### src/rtl/puf_result_pkg.sv
// puf_result_pkg: state encoding, memory timing and parameter defaults
// shared by the PUF result reader and its testbench.
package puf_result_pkg;

    typedef enum logic [2:0] {
        IDLE,
        RD,
        WAIT,
        SEND,
        CSUM,
        FIN
    } state_t;

    localparam int MEM_RD_LAT     = 1;
    localparam int DEF_ADDR_W     = 13;
    localparam int DEF_N_RESULTS  = 8;
    localparam int DEF_FIRST_ADDR = 1;

endpackage

### src/rtl/puf_result_reader_if.sv
// puf_result_reader_if: start/memory/stream signals of the PUF result reader.
// The master modport is the reader itself, the slave side is its environment.
interface puf_result_reader_if #(
    parameter int ADDR_W = puf_result_pkg::DEF_ADDR_W
);
    logic              start;
    logic              mem_re;
    logic [ADDR_W-1:0] mem_raddr;
    logic [7:0]        mem_dout;
    logic              out_valid;
    logic [7:0]        out_data;
    logic              out_ready;
    logic              busy;
    logic              done;

    modport master (
        input  start, mem_dout, out_ready,
        output mem_re, mem_raddr, out_valid, out_data, busy, done
    );

    modport slave (
        output start, mem_dout, out_ready,
        input  mem_re, mem_raddr, out_valid, out_data, busy, done
    );
endinterface

### src/rtl/puf_result_reader_out_reg.sv
// result_out_reg: output byte register; once valid, data is held
// unchanged until the downstream accepts it.
module result_out_reg (
    input  logic       clk_1,
    input  logic       rst,
    input  logic       i_load,
    input  logic [7:0] i_data,
    input  logic       i_ready,
    output logic       o_valid,
    output logic [7:0] o_data
);
    logic       r_valid;
    logic [7:0] r_data;

    always_ff @(posedge clk_1) begin
        if (rst) begin
            r_valid <= 1'b0;
            r_data  <= 8'h00;
        end else if (i_load) begin
            r_valid <= 1'b1;
            r_data  <= i_data;
        end else if (r_valid && i_ready) begin
            r_valid <= 1'b0;
        end
    end

    assign o_valid = r_valid;
    assign o_data  = r_data;
endmodule

### src/rtl/puf_result_reader.sv
// puf_result_reader: streams N_RESULTS stored PUF bytes from memory to a
// valid/ready sink; PUF_RESULT_READER_CHECKSUM_EN appends a mod-256 sum byte.
module puf_result_reader
    import puf_result_pkg::*;
#(
    parameter int ADDR_W     = DEF_ADDR_W,
    parameter int N_RESULTS  = DEF_N_RESULTS,
    parameter int FIRST_ADDR = DEF_FIRST_ADDR
) (
    input logic                 clk_1,
    input logic                 rst,
    puf_result_reader_if.master bus
);
    localparam int IDX_W = (N_RESULTS > 1) ? $clog2(N_RESULTS) : 1;
    localparam logic [IDX_W-1:0] LAST_IDX = IDX_W'(N_RESULTS - 1);

    state_t            r_state;
    logic [ADDR_W-1:0] r_addr;
    logic [IDX_W-1:0]  r_idx;
    logic              r_mem_re;
    logic              r_busy;
    logic              r_done;
    logic              w_valid;
    logic [7:0]        w_data;
    logic              w_load;
    logic [7:0]        w_ld_data;
    logic              w_xfer;
`ifdef PUF_RESULT_READER_CHECKSUM_EN
    logic [7:0]        r_sum;
`endif

    assign w_xfer = w_valid && bus.out_ready;

    // CSUM spends its first cycle loading the sum, then waits like SEND
    always_comb begin
        w_load    = (r_state == WAIT);
        w_ld_data = bus.mem_dout;
`ifdef PUF_RESULT_READER_CHECKSUM_EN
        if (r_state == CSUM && !w_valid) begin
            w_load    = 1'b1;
            w_ld_data = r_sum;
        end
`endif
    end

    result_out_reg u_out (
        .clk_1   (clk_1),
        .rst     (rst),
        .i_load  (w_load),
        .i_data  (w_ld_data),
        .i_ready (bus.out_ready),
        .o_valid (w_valid),
        .o_data  (w_data)
    );

    always_ff @(posedge clk_1) begin
        if (rst) begin
            r_state  <= IDLE;
            r_addr   <= '0;
            r_idx    <= '0;
            r_mem_re <= 1'b0;
            r_busy   <= 1'b0;
            r_done   <= 1'b0;
`ifdef PUF_RESULT_READER_CHECKSUM_EN
            r_sum    <= 8'h00;
`endif
        end else begin
            r_mem_re <= 1'b0;
            r_done   <= 1'b0;
            unique case (r_state)
                IDLE: begin
                    if (bus.start) begin
                        r_state  <= RD;
                        r_mem_re <= 1'b1;
                        r_addr   <= ADDR_W'(FIRST_ADDR);
                        r_idx    <= '0;
                        r_busy   <= 1'b1;
`ifdef PUF_RESULT_READER_CHECKSUM_EN
                        r_sum    <= 8'h00;
`endif
                    end
                end
                RD:   r_state <= WAIT;
                WAIT: r_state <= SEND;
                SEND: begin
                    if (w_xfer) begin
`ifdef PUF_RESULT_READER_CHECKSUM_EN
                        r_sum <= r_sum + w_data;
`endif
                        if (r_idx == LAST_IDX) begin
`ifdef PUF_RESULT_READER_CHECKSUM_EN
                            r_state <= CSUM;
`else
                            r_state <= FIN;
                            r_done  <= 1'b1;
`endif
                        end else begin
                            r_state  <= RD;
                            r_mem_re <= 1'b1;
                            r_addr   <= r_addr + 1'b1;
                            r_idx    <= r_idx + 1'b1;
                        end
                    end
                end
`ifdef PUF_RESULT_READER_CHECKSUM_EN
                CSUM: begin
                    if (w_xfer) begin
                        r_state <= FIN;
                        r_done  <= 1'b1;
                    end
                end
`endif
                FIN: begin
                    r_state <= IDLE;
                    r_busy  <= 1'b0;
                end
                default: r_state <= IDLE;
            endcase
        end
    end

    assign bus.mem_re    = r_mem_re;
    assign bus.mem_raddr = r_addr;
    assign bus.out_valid = w_valid;
    assign bus.out_data  = w_data;
    assign bus.busy      = r_busy;
    assign bus.done      = r_done;
endmodule

### src/flat_wrapper.sv
// flat-port wrapper written by rule: the top's interface ports become plain ports
module puf_result_reader_flat import puf_result_pkg::*;
#(
    parameter int ADDR_W     = DEF_ADDR_W,
    parameter int N_RESULTS  = DEF_N_RESULTS,
    parameter int FIRST_ADDR = DEF_FIRST_ADDR
)
  (clk_1, rst, bus_start, bus_mem_dout, bus_out_ready, bus_mem_re, bus_mem_raddr, bus_out_valid, bus_out_data, bus_busy, bus_done);
  puf_result_reader_if #(.ADDR_W(ADDR_W)) bus_i ();
  input logic clk_1;
  input logic rst;
  input wire logic [$bits(bus_i.start)-1:0] bus_start;
  input wire logic [$bits(bus_i.mem_dout)-1:0] bus_mem_dout;
  input wire logic [$bits(bus_i.out_ready)-1:0] bus_out_ready;
  output wire logic [$bits(bus_i.mem_re)-1:0] bus_mem_re;
  output wire logic [$bits(bus_i.mem_raddr)-1:0] bus_mem_raddr;
  output wire logic [$bits(bus_i.out_valid)-1:0] bus_out_valid;
  output wire logic [$bits(bus_i.out_data)-1:0] bus_out_data;
  output wire logic [$bits(bus_i.busy)-1:0] bus_busy;
  output wire logic [$bits(bus_i.done)-1:0] bus_done;
  assign bus_i.start = bus_start;
  assign bus_i.mem_dout = bus_mem_dout;
  assign bus_i.out_ready = bus_out_ready;
  assign bus_mem_re = bus_i.mem_re;
  assign bus_mem_raddr = bus_i.mem_raddr;
  assign bus_out_valid = bus_i.out_valid;
  assign bus_out_data = bus_i.out_data;
  assign bus_busy = bus_i.busy;
  assign bus_done = bus_i.done;
  puf_result_reader #(.ADDR_W(ADDR_W), .N_RESULTS(N_RESULTS), .FIRST_ADDR(FIRST_ADDR)) u_core (.clk_1(clk_1), .rst(rst), .bus(bus_i));
endmodule
### config.mk
export PLATFORM = sky130hd
export DESIGN_NAME = puf_result_reader_flat
export DESIGN_NICKNAME = d
export VERILOG_FILES = /design/src/rtl/puf_result_pkg.sv /design/src/rtl/puf_result_reader_if.sv /design/src/rtl/puf_result_reader_out_reg.sv /design/src/rtl/puf_result_reader.sv /design/src/flat_wrapper.sv
export SDC_FILE = /design/constraint.sdc
export NUM_CORES = 1
export LEC_CHECK = 0
export CAP_MARGIN = 10
export CORE_AREA = 5 5 73 55
export DETAILED_ROUTE_END_ITERATION = 7
export DIE_AREA = 0 0 78 60
export PLACE_DENSITY = 0.82
export SLEW_MARGIN = 20
export SYNTH_ARGS = -nofsm -noshare
export SYNTH_HDL_FRONTEND = slang
export SYNTH_SLANG_ARGS = --single-unit
### constraint.sdc
create_clock -name clk_1 -period 1.9 [get_ports clk_1]
set_input_delay 0.285 -clock clk_1 [delete_from_list [all_inputs] [get_ports clk_1]]
set_output_delay 0.285 -clock clk_1 [all_outputs]
set_load 0.05 [all_outputs]
==> impl_metrics.json <==
{
  "routed_via_density": 5.009,
  "dp_slack_ps": -68.54,
  "routed_wl_mm": 2.932,
  "grt_max_degree": 16,
  "clockBufferDepth": 2,
  "hold_viol_final": 0,
  "die-area_um2": 4680,
  "fmax_ghz": 0.5445,
  "hold_path_class": "reg -> reg",
  "clock_sinks": 31,
  "ir_worst_vdd_mv": 0.2689,
  "start_kind": "register",
  "area_growth_pct": 39.79,
  "path_clk_slew_ps": 60,
  "postPlaceCellArea_um2": 1737,
  "path_class": "reg -> reg",
  "mappedNetlistNets": 165,
  "boundaryPins": 37,
  "hold_buffers": 0,
  "r2r-start": "u_core.r_idx[0]$_SDFFE_PP0P_",
  "drive_gt1_share_pct": 12.37,
  "setup_violations": 0,
  "finalCriticalPeriod_ps": 1836,
  "hpwl_mm": 2.104,
  "clock_skew_ps": 7.144,
  "postRouteAntennaNets": 0,
  "diodes": 0,
  "grt_use_total_pct": 13.47,
  "coreArea_um2": 3311,
  "syn-cell-area_um2": 1311,
  "avgSynthCellArea_um2": 8.742,
  "cts_tree": "built",
  "grt_first_pass_wirelength_mm": 4.940,
  "power_mw": 1.345,
  "worst_slack_ps": 63.58,
  "overflow": 0,
  "synth_cells": 150,
  "yosysUniqueCellTypes": 32,
  "tightestPinTransition_ps": 512.9,
  "relSlewSlack_pct": 65.70,
  "initialDrtViolationCount": 76,
  "fin_crit_sh_pct": 96.65,
  "finalMaxSlewViolations": 0,
  "h-tree-depth": 2,
  "yosys_warnings": 0,
  "status": "completed",
  "cp.arrival_ps": 2050,
  "clkLatencyLatePin_ps": 280,
  "fin_cells": 234,
  "antenna_found_initial": 0,
  "drc": 0,
  "final_area_um2": 1833,
  "leakage_nw": 0.6784,
  "num_rows": 18,
  "routedWlPerCell_um": 12.53,
  "die_w_um": 78,
  "hp-start": "u_core.u_out.o_data[4]$_SDFFE_PP0P_",
  "cts_root_buffer": "clkbuf_8",
  "first_global_vias": 1106,
  "startpoint": "u_core.r_idx[0]$_SDFFE_PP0P_",
  "initial_utilization_pct": 39.61,
  "timing.hold.ws_ps": 455.1,
  "seq_area_frac_synth_pct": 47.33,
  "critPathCaptureType": "register",
  "place_congestion": 0.7686,
  "dp_cells": 226,
  "cp_max_fo": 3,
  "synth_edf_count": 0,
  "cts_buffers": 5,
  "required_ps": 2110,
  "dr.pass1.iters": 4,
  "die_h_um": 60,
  "rsz0062_at_grt": "no",
  "p_per_area_nw_per_um2": 733.9,
  "postSynth.asyncResetShare_pct": 0,
  "num-nets-final": 208,
  "num_vias": 1172,
  "ys.flop_type": "dfxtp_1",
  "io_buffers": 36,
  "ys_ff_latch": 31,
  "maxCapViolCount": 0
}
## per-layer routing
| layer | vias to the layer above | part of all wire [%] | GRT usage [%] |
|---|---|---|---|
| li1 | 607 | - | - |
| met1 | 534 | 46 | 16.29 |
| met2 | 22 | 48 | 21.17 |
| met3 | 9 | 4.7 | 4.819 |
| met4 | 0 | 1.7 | 7.229 |
| met5 | - | 0 | 0 |
## worst max-delay path, cell delays in order (launching register included)
cell and delay (ps):
dfxtp_1 320, ha_1 200, ha_1 200, and4bb_4 340
nand4_4 100, or4_1 480, a21oi_1 130
## area by class of cell
| type | count | area, µm² |
|---|---|---|
| fill | 304 | 1478 |
| multi-input combinational | 107 | 644.4 |
| sequential | 31 | 620.6 |
| timing repair buffer | 45 | 425.4 |
| clock buffer | 7 | 76.32 |
| tap | 40 | 50.05 |
| inverter | 3 | 11.26 |
| clock inverter | 1 | 5.005 |
## cell families after synthesis
logic type,Yosys count,share of synthesized area (%)
buffers and inverters,12,4.676
XOR/XNOR,7,4.676
AO/OA/AOI/OAI,26,10.40
flip-flops,31,47.33
adder cells (fa/ha/maj),3,2.863
AND/OR/NAND/NOR,69,28.44
multiplexers,2,1.622
## through the flow
step           utilization (%)  TNS, ps
2_1_floorplan                -        0
3_3_place_gp             52.46   -67.60
3_5_place_dp             52.46   -187.8
4_1_cts                  54.91        0
5_1_grt                  55.37        0
6_report                 55.37        0
## what timing repair did
action | 4_1_cts | 5_1_grt
gates resized for setup | 0 | 3
setup endpoints to repair | 0 | 4
setup buffers | 0 | 0
hold endpoints to repair | 0 | 0
## flip-flops by register name, summed over array words and instances, names as in the netlist
signal	count
u_core.r_idx	3
u_core.bus.mem_raddr	13
u_core.u_out.o_data	8
u_core.bus.done	1
u_core.r_state	3
u_core.bus.mem_re	1
u_core.u_out.o_valid	1
u_core.bus.busy	1
## synth_stat cells (2+ instances only)
| cell | count | share of area (%) |
|---|---|---|
| nor2_1 | 14 | 4.0 |
| nand3_1 | 6 | 2.3 |
| and4_1 | 2 | 1.3 |
| inv_1 | 3 | 0.86 |
| ha_1 | 3 | 2.9 |
| o21ai_0 | 5 | 1.9 |
| xor2_1 | 7 | 4.7 |
| and3_1 | 3 | 1.4 |
| dfxtp_1 | 31 | 47 |
| a21oi_1 | 19 | 7.3 |
| buf_2 | 4 | 1.5 |
| nand2_1 | 22 | 6.3 |
| or3_1 | 3 | 1.4 |
| and2_1 | 3 | 1.4 |
| nand4_1 | 6 | 2.9 |
| clkbuf_1 | 3 | 0.86 |
## cell usage in the layout (no fill, tap or decap), types with 3 or more instances in the layout
cell type | Yosys | routed
nand4_1 | 6 | 6
inv_1 | 3 | 3
dfxtp_1 | 31 | 31
clkdlybuf4s50_1 | 0 | 35
nand3_1 | 6 | 6
clkbuf_8 | 0 | 5
nand2_1 | 22 | 22
and3_1 | 3 | 3
buf_4 | 1 | 10
and2_1 | 3 | 3
nor2_1 | 14 | 14
xor2_1 | 7 | 7
ha_1 | 3 | 3
a21oi_1 | 19 | 18
o21ai_0 | 5 | 5
## power by group
group	leakage [nW]	internal [mW]	switching, mW
combinational	0.385	0.0727	0.115
clock	0.0422	0.256	0.220
sequential	0.252	0.670	0.0113
## final timing paths
kind,end,cells after the start,slack [ps]
max reg2reg,u_core.bus.mem_raddr[11]$_SDFFE_PP0P_,6,60
min reg2reg,u_core.u_out.o_data[4]$_SDFFE_PP0P_,2,460
min,u_core.u_out.o_data[4]$_SDFFE_PP0P_,2,460
max,u_core.bus.mem_raddr[11]$_SDFFE_PP0P_,6,60
Note: power is estimated with default switching activity, not from simulation.
